**config.mk**
```make
export PLATFORM = sky130hd
export DESIGN_NAME = linked_list_drain
export DESIGN_NICKNAME = d
export VERILOG_FILES = /design/src/rtl/linked_list_drain.sv
export SDC_FILE = /design/constraint.sdc
export NUM_CORES = 1
export LEC_CHECK = 0
export BUFFER_PORTS_ARGS = -buffer_cell sky130_fd_sc_hd__buf_2
export CORE_ASPECT_RATIO = 1.25
export CORE_MARGIN = 2
export CORE_UTILIZATION = 50
export CTS_CLUSTER_SIZE = 14
export DETAILED_ROUTE_END_ITERATION = 16
export PLACE_DENSITY_LB_ADDON = 0.3
export SETUP_SLACK_MARGIN = 0.3
export SYNTH_ARGS = -nofsm -noshare
export SYNTH_HDL_FRONTEND = slang
export SYNTH_SLANG_ARGS = --single-unit
```
**constraint.sdc**
```tcl
create_clock -name clk -period 2.5 [get_ports clk]
set_clock_uncertainty 0.15 [all_clocks]
set_input_delay 0.125 -clock clk [delete_from_list [all_inputs] [get_ports clk]]
set_output_delay 0.125 -clock clk [all_outputs]
set_load 0.1 [all_outputs]
```
**src/rtl/linked_list_drain.sv**
```systemverilog
// Drains a shared linked-list FIFO round-robin across its logical queues into a 2-entry in-order output buffer.
// Latency: the pop strobe and its capture share one edge; a word popped into an empty buffer is presented the next cycle.
// Backpressure: out_valid/out_ready handshake; pop stalls only when both buffer slots are full and nothing drains this cycle.
//
// Ports:
//   clk, rst           clock and synchronous active-high reset
//   fifo_empty         per-queue empty flags from the shared FIFO
//   fifo_data          head word of the queue addressed by pop_sel (same-cycle)
//   pop, pop_sel       pop strobe and selected queue index
//   out_valid/ready    downstream handshake
//   out_data, out_sel  oldest buffered word and its source queue (zero when the buffer is empty)
//   pop_count          pops since reset, modulo 256
module linked_list_drain #(
    parameter int WIDTH     = 4,
    parameter int NUM_FIFOS = 2,
    parameter int SEL_WIDTH = (NUM_FIFOS > 1) ? $clog2(NUM_FIFOS) : 1
) (
    input  logic                 clk,
    input  logic                 rst,
    input  logic [NUM_FIFOS-1:0] fifo_empty,
    input  logic [WIDTH-1:0]     fifo_data,
    output logic                 pop,
    output logic [SEL_WIDTH-1:0] pop_sel,
    output logic                 out_valid,
    input  logic                 out_ready,
    output logic [WIDTH-1:0]     out_data,
    output logic [SEL_WIDTH-1:0] out_sel,
    output logic [7:0]           pop_count
);

    typedef struct packed {
        logic [SEL_WIDTH-1:0] sel;
        logic [WIDTH-1:0]     data;
    } entry_t;

    // slot0 is always the head; slot1 is only meaningful when occ == 2.
    entry_t               slot0;
    entry_t               slot1;
    logic [1:0]           occ;
    logic [SEL_WIDTH-1:0] rr_ptr;

    logic                   any_nonempty;
    logic                   deq;
    logic                   enq;
    logic [SEL_WIDTH-1:0]   rr_next;
    entry_t                 new_entry;
    logic [2*NUM_FIFOS-1:0] nonempty_x2;
    logic [2*NUM_FIFOS-1:0] rotated;
    int                     first_off;
    int                     sel_sum;

    // Round-robin pick: duplicate the non-empty mask and shift it down by
    // rr_ptr so bit k of the result is queue (rr_ptr + k) mod NUM_FIFOS.
    // The lowest set bit is the winner; with nothing set the offset stays 0,
    // which leaves pop_sel parked on rr_ptr.
    always_comb begin
        nonempty_x2 = {~fifo_empty, ~fifo_empty};
        rotated     = nonempty_x2 >> rr_ptr;
        first_off   = 0;
        for (int i = NUM_FIFOS - 1; i >= 0; i--) begin
            if (rotated[i]) begin
                first_off = i;
            end
        end
        sel_sum = int'(rr_ptr) + first_off;
        if (sel_sum >= NUM_FIFOS) begin
            sel_sum = sel_sum - NUM_FIFOS;
        end
        pop_sel = SEL_WIDTH'(sel_sum);
    end

    always_comb begin
        if (int'(pop_sel) == NUM_FIFOS - 1) begin
            rr_next = '0;
        end else begin
            rr_next = pop_sel + SEL_WIDTH'(1);
        end
    end

    assign any_nonempty = ~(&fifo_empty);
    assign out_valid    = (occ != 2'd0);
    assign deq          = out_valid & out_ready;

    // A full buffer can still accept a pop when the head leaves in the same
    // cycle; this is what sustains one pop per cycle with out_ready high.
    assign pop = ~rst & any_nonempty & ((occ != 2'd2) | deq);
    assign enq = pop;

    assign new_entry.sel  = pop_sel;
    assign new_entry.data = fifo_data;

    // Mask the head so the outputs read zero whenever nothing is buffered.
    assign out_data = out_valid ? slot0.data : '0;
    assign out_sel  = out_valid ? slot0.sel  : '0;

    always_ff @(posedge clk) begin
        if (rst) begin
            occ       <= 2'd0;
            slot0     <= '0;
            slot1     <= '0;
            rr_ptr    <= '0;
            pop_count <= 8'd0;
        end else begin
            if (pop) begin
                rr_ptr    <= rr_next;
                pop_count <= pop_count + 8'd1;
            end

            case ({enq, deq})
                2'b10: begin
                    if (occ == 2'd0) begin
                        slot0 <= new_entry;
                    end else begin
                        slot1 <= new_entry;
                    end
                    occ <= occ + 2'd1;
                end
                2'b01: begin
                    slot0 <= slot1;
                    slot1 <= '0;
                    occ   <= occ - 2'd1;
                end
                2'b11: begin
                    // Occupancy unchanged; the new word lands behind whatever
                    // survives the dequeue so order is preserved.
                    if (occ == 2'd1) begin
                        slot0 <= new_entry;
                    end else begin
                        slot0 <= slot1;
                        slot1 <= new_entry;
                    end
                end
                default: begin
                end
            endcase
        end
    end

endmodule

```
==> results of run 1 <==
critical path, cell delays in order (launching register included):
cell and delay (ns):
dfxtp_2 0.37, inv_1 0.06, ha_1 0.30, nand2b_4 0.28, a21oi_4 0.25, buf_8 0.23
power by group:
group	total, mW	switching (mW)	internal, mW
Clock	0.164	0.105	0.0597
Sequential	0.445	0.0421	0.403
Combinational	0.746	0.545	0.201
how the worst max path moves through the flow:
stage / from / end / slack (ns) / depth (start not counted)
after floorplan: occ[0] / out_data[2] / 0.19 / 4
after global placement: occ[0] / pop_count[7] / 0.55 / 5
after detailed placement: occ[0] / pop_count[7] / 0.51 / 5
after CTS: occ[0] / pop / 0.35 / 5
after global routing: occ[1] / slot0[3] / 0.30 / 6
final: occ[0] / pop / 0.43 / 5
layout by cell type (no fill, tap or decap), drive strengths merged:
cell         count
maj3             1
inv              5
clkbuf           3
or4              1
nand2b           3
nor3             3
o21a             2
mux2i            3
buf             27
nor2            13
and4             1
nor2b            3
o31ai            1
and2b            4
ha               4
dlygate4sd3      4
a311oi           5
nand4            1
dfxtp           21
clkinv           1
nor4             1
a21o             2
mux2             1
a21oi           10
a2111oi          3
nand2           16
a211oi           4
o211ai           5
xnor2            4
nand3            7
cell families (layout without fill, tap and decap cells):
logic type	count (synthesis)	in the layout	share of synthesized area [%]
muxes	4	4	3.36
adders and majority gates	5	5	4.89
buffers and inverters	12	40	7.84
AOI/OAI and AO/OA	32	32	24.6
xor gates and xnor gates	4	4	2.85
DFF	21	21	34.2
and+or+nand+nor	53	53	22.2
metrics by stage:
stage | setup WS (ns) | utilization (%) | area, sq um | instances | hold WS [ns]
CTS | 0.347 | 59.1 | 1400 | 189 | 0.0704
global placement | 0.554 | 55.9 | 1330 | 181 | 0.262
floorplan | 0.188 | - | 1250 | 131 | 0.137
finish | 0.429 | 60.2 | 1430 | 192 | 0.0734
detailed placement | 0.514 | 55.9 | 1330 | 181 | 0.263
global route | 0.301 | 60.2 | 1430 | 192 | 0.107
routing by layer:
metal | vias up | routed length (um)
met3 | 4 | 72
met2 | 19 | 1160
li1 | 527 | -
met1 | 462 | 1080
met5 | - | 0
met4 | 0 | 50
Yosys cell counts, types with 3 or more instances:
library cell,n
xnor2_1,4
nand3_1,7
nor3_1,3
nor2_1,13
dfxtp_1,21
a21oi_1,8
inv_1,5
mux2i_1,3
buf_6,3
o211ai_1,5
a2111oi_4,3
and2b_1,4
ha_1,4
a211oi_1,4
nor2b_1,3
a311oi_1,5
nand2_1,16
cell type report:
cell class	instances	area share [%]
sequential	21	30.1
multi-input combinational	98	50.3
clock inverter	1	0.350
tap	33	2.89
timing repair buffer	31	13.5
inverter	5	1.31
clock buffer	3	1.57
what timing repair did:
action / CTS / global route
hold endpoints to repair: 8 / 0
hold buffers: 4 / 0
resized for setup: 2 / 1
setup endpoints to repair: 1 / 1
buffers inserted: 0 / 3
pin swaps: 0 / 1
sequential cells by signal (all words and copies together), names as in the netlist:
name / cells
slot1: 5
pop_count: 8
slot0: 5
occ: 2
rr_ptr: 1
==> results by group, run 1 <==
Logic synthesis
  – Synthesized area per cell: 9.38 sq um
  – Syn Nets: 144
  – Post-synth top area share: 34.2%
  – Post-synth top area cell: dfxtp_1
  – Post-synth ARST share: 0%
  – Post-Synthesis Cell Area: 1230 sq um
  – #FFs+latches synth: 21
  – Area contributors post-synth: dfxtp_1 34%, a2111oi_4 6.7%, nand2_1 4.9%, ha_1 4.1%, nor2_1 4.0%
  – Post-synth EDFFs: 0
  – Yosys warnings: 0
  – Sequential share of the synthesized area: 34.2%
  – Synth unique cells: 32
  – Post-synth top flop: dfxtp_1
  – Post-synthesis cell count: 131

Finish
  – Nets: 173
  – Number of fill cells: 217
  – ANT cells: 0
  – Fraction of layout cells with a size suffix above 1: 30.8%
  – Area of the multi-input gates: 719 sq um
  – Area delta synth->final: 16.4%
  – Register Area: 430 sq um

Power and ir drop
  – Tot Pwr: 1.35 mW
  – LEAKAGE: 0.582 nW
  – Pwr Density: 947 nW/um^2
  – Peak supply drop: 0.665 mV

Critical path
  – R2r setup slk: 0.51 ns
  – Critical Path AT: 1.80 ns
  – Worst setup SP type: flip-flop
  – R2r startpoint: occ[0]
  – Crit-path max FO: 10
  – RR Endpoint: pop_count[7]
  – CP endpoint kind: primary output
  – CP Class: reg2out
  – Worst EP required: 2.23 ns
  – Cell count of the worst reg-to-reg path: 5

Routing
  – Via count: 1012
  – DRT Pass-1 Iters: 4
  – DRT iter0 DRCs: 26
  – Wire length per cell: 12.3 um
  – Detail Route Antenna Nets: 0
  – Residual DRC: 0
  – DRT Wirelength: 2360 um
  – Via/cell ratio: 5.27

Global route
  – GR Util met2: 33.9%
  – GRT busiest layer: met2
  – GRT met3 Usage: 1.77%
  – All-Layer GR Usage: 18.5%
  – Routing usage on met1: 21.4%
  – Grt total ovfl: 0
  – Largest net degree at the start of global routing: 25
  – First-pass GRT wire length: 4170 um
  – Antenna violations before repair: 0
  – Vias in the first global route: 963

Timing
  – Final Cycle Share: 82.9%
  – Slew @ Worst Pin: 0.664 ns
  – Setup TNS: 0 ns
  – Unrepaired setup endpoints after global routing: false
  – Worst rel slew slack: 55.7%
  – Slew Viols, Final: 0
  – Min Tclk post-route: 2.07 ns
  – Final Hold Viols: 0
  – Final setup fails: 0
  – Fmax: 0.483 GHz

Clocking
  – CTS Root Cell: clkbuf_4
  – # clock sinks: 21
  – Total CTS buffers: 3
  – Worst-Skew Late Latency: 0.31 ns
  – H-tree levels: 1
  – Clk buf depth: 2
  – Clock transition at the registers of the reported paths: 0.12 ns
  – CTS tree: done

Min path
  – Hold Path Class: in2reg
  – Worst Hold Endpoint: pop_count[1]
  – HP Start: rst
  – Hold path cells: 2

Floorplanning
  – Row cnt: 20
  – Starting density of the core: 51.7%
  – Core Box Area: 2380 sq um
  – Die area: 2870 sq um
  – Die Height: 59.4 um
  – # IOs: 25
  – Chip width: 48.3 um

Placed design
  – Post-DP HPWL: 1720 um
  – Global placement routability congestion: 0.724
  – Port bufs: 24

Outcome
  – Status: finished, final reports clean

Run
  – Max_cap viols: 0
(Power assumes the default switching activity.)
==> inputs of run 2 (changes only) <==
--- a/config.mk
+++ b/config.mk
@@ -8,7 +8,7 @@
 export BUFFER_PORTS_ARGS = -buffer_cell sky130_fd_sc_hd__buf_2
 export CORE_ASPECT_RATIO = 1.25
 export CORE_MARGIN = 2
-export CORE_UTILIZATION = 50
+export CORE_UTILIZATION = 48
 export CTS_CLUSTER_SIZE = 14
 export DETAILED_ROUTE_END_ITERATION = 16
 export PLACE_DENSITY_LB_ADDON = 0.3
==> constraint.sdc (replaced) <==
create_clock -name clk -period 1.8 [get_ports clk]
set_clock_uncertainty 0.15 [all_clocks]
set_input_delay 0.09 -clock clk [delete_from_list [all_inputs] [get_ports clk]]
set_output_delay 0.09 -clock clk [all_outputs]
set_load 0.1 [all_outputs]
==> run 2 against run 1 <==
Effect of this change: clock power up 51%; largest power group unchanged; die area up 3.8%; critical path type is now reg2reg; worst hold slack better by 0.019 ns; largest cell class unchanged; worst setup slack got worse by 0.42 ns; critical endpoint is now slot0[4]; highest routed layer unchanged; non-clock buffer count grew 19; core utilization up 18 points.
==> results by group, run 2 (synthesis results as in run 1) <==
Outcome
  – Status: finished, final reports clean

Critical path
  – CP Class: reg2reg
  – Cell count of the worst reg-to-reg path: 8 (+3)
  – Crit path capture: slot0[4]
  – CP endpoint kind: flip-flop
  – R2r setup slk: 0.005 ns (-0.50 ns)
  – Worst setup SP type: flip-flop
  – Critical Path AT: 1.89 ns (+0.09 ns)
  – RR Endpoint: slot0[4]
  – Worst setup path startpoint: occ[0]
  – R2r startpoint: occ[0]
  – Worst EP required: 1.89 ns (-0.34 ns)
  – Crit-path max FO: 6 (-4)

Clocking
  – # clock sinks: 21 (unchanged)
  – Clock transition at the registers of the reported paths: 0.13 ns (about the same)
  – Total CTS buffers: 3 (unchanged)
  – H-tree levels: 1 (unchanged)
  – Clk buf depth: 2 (unchanged)
  – Worst-Skew Late Latency: 0.32 ns (about the same)
  – CTS Root Cell: clkbuf_4
  – CTS tree: done

Floorplanning
  – Die area: 2980 sq um (+3.8%)
  – Die Height: 60.6 um (+1.9%)
  – Starting density of the core: 50.6% (-1.1 points)
  – # IOs: 25 (unchanged)
  – Row cnt: 20 (unchanged)
  – Core Box Area: 2430 sq um (+2.1%)
  – Chip width: 49.3 um (+1.9%)

Finish
  – Nets: 192 (+11%)
  – ANT cells: 0 (unchanged)
  – Fraction of layout cells with a size suffix above 1: 53.9% (+23 points)
  – Commonest non-fill, non-tap cell in the layout: buf_2
  – Number of flip-flops under the largest register name: 8 (unchanged)
  – Top reg by flops: pop_count
  – Largest regs: pop_count: 8 flops, slot0: 5 flops, slot1: 5 flops
  – Fin area: 1900 sq um (+33%)
  – Most frequent cells in the layout: 16 x buf_2, 14 x nand2_1, 13 x nor2_1, 13 x buf_4, 12 x dfxtp_1
  – Number of fill cells: 154 (-29%)
  – Area delta synth->final: 55.0%

Routing
  – Via count: 1194 (+18%)
  – DRT Pass-1 Iters: 4 (unchanged)
  – Residual DRC: 0 (unchanged)
  – DRT Wirelength: 3520 um (+49%)
  – Via/cell ratio: 5.66 (+7.4%)
  – DRT iter0 DRCs: 37 (+42%)
  – Detail Route Antenna Nets: 0 (unchanged)
  – Wire length per cell: 16.7 um (+36%)

Timing
  – Final Hold Viols: 0 (unchanged)
  – Slew Viols, Final: 0 (unchanged)
  – Fmax: 0.557 GHz
  – Unrepaired setup endpoints after global routing: true
  – Final Cycle Share: 99.7%
  – Slew @ Worst Pin: 0.615 ns (-0.0490 ns)
  – Worst rel slew slack: 59.0% (+3.3 points)
  – Min Tclk post-route: 1.79 ns
  – Final setup fails: 0 (unchanged)
  – Setup TNS: 0 ns (unchanged)

Min path
  – Hold Path Class: in2reg

Run
  – Max_cap viols: 0 (unchanged)

Power and ir drop
  – Pwr Density: 1370 nW/um^2 (+44%)
  – LEAKAGE: 0.738 nW (+27%)
  – Peak supply drop: 0.777 mV (+17%)

Placed design
  – Port bufs: 24 (unchanged)
  – Post-DP HPWL: 1990 um (+16%)
  – Placed cell areas: 1530 sq um (+15%)
  – Global placement routability congestion: 0.766 (+5.8%)

Global route
  – Antenna violations before repair: 0 (unchanged)
  – Grt total ovfl: 0 (unchanged)
  – Largest net degree at the start of global routing: 21 (-16%)
  – All-Layer GR Usage: 23.8% (+5.3 points)
  – Vias in the first global route: 1132 (+18%)
  – First-pass GRT wire length: 5420 um (+30%)
==> run 2: through the flow <==
| stage | util [%] | hold slack (ns) | setup WS, ns | power, mW | cells |
|---|---|---|---|---|---|
| final | 78.5 | 0.0922 | 0.00521 | 2.60 | 211 |
| after global routing | 78.5 | 0.114 | -0.0448 | 2.72 | 211 |
| after global placement | 63.1 | 0.166 | 0.0502 | 1.84 | 191 |
| after detailed placement | 63.1 | 0.180 | 0.0260 | 1.88 | 191 |
| after floorplan | - | 0.102 | -0.400 | 1.61 | 131 |
| after CTS | 73.8 | -0.160 | 0.0385 | 2.40 | 209 |
==> run 2: worst min-delay path by stage <==
stage / from / depth (start not counted) / endpoint / slack (ns)
after global placement: rst / 2 / occ[1] / 0.17
after detailed placement: rst / 2 / occ[0] / 0.18
after floorplan: fifo_data[0] / 2 / slot0[0] / 0.10
after CTS: rst / 2 / occ[0] / -0.16
after global routing: rst / 3 / slot1[1] / 0.11
final: rst / 3 / pop_count[1] / 0.09
==> run 2: final cells by class <==
type	count	area [sq um]	share of cell area (%)
Inverter	5	21.3	1.12
Tap cell	33	41.3	2.17
Clock buffer	3	22.5	1.18
Sequential cell	21	447	23.5
Timing Repair Buffer	50	478	25.1
Clock inverter	1	5.00	0.263
Multi-Input combinational cell	98	890	46.7
==> run 2: where the power goes <==
part | total (mW) | switching [mW] | internal (mW)
clock network | 0.247 | 0.164 | 0.0833
registers | 0.622 | 0.0671 | 0.555
logic | 1.73 | 1.01 | 0.727
==> run 2: critical path: stages, from the launching register on <==
cell and delay (ns):
dfxtp_2 0.38, inv_4 0.05, ha_4 0.18, nand2b_4 0.20
buf_12 0.15, a21oi_4 0.14, buf_6 0.15, nand2_2 0.06
a311oi_2 0.26
==> run 2: what timing repair did <==
action                                  CTS  global route
endpoints found under the hold margin    10             2
hold buffers                              4             1
resized for setup                        26            20
buffers inserted                         10             0
gates cloned                              0             1
endpoints found under the setup margin   29            29
pin swaps                                 8            15
==> run 2: per-layer routing <==
layer	up-vias	GRT usage [%]	wire, um
li1	559	-	-
met1	585	28.1	1400
met2	40	43.8	1890
met3	10	3.20	137
met4	0	10.2	87
met5	-	0	0
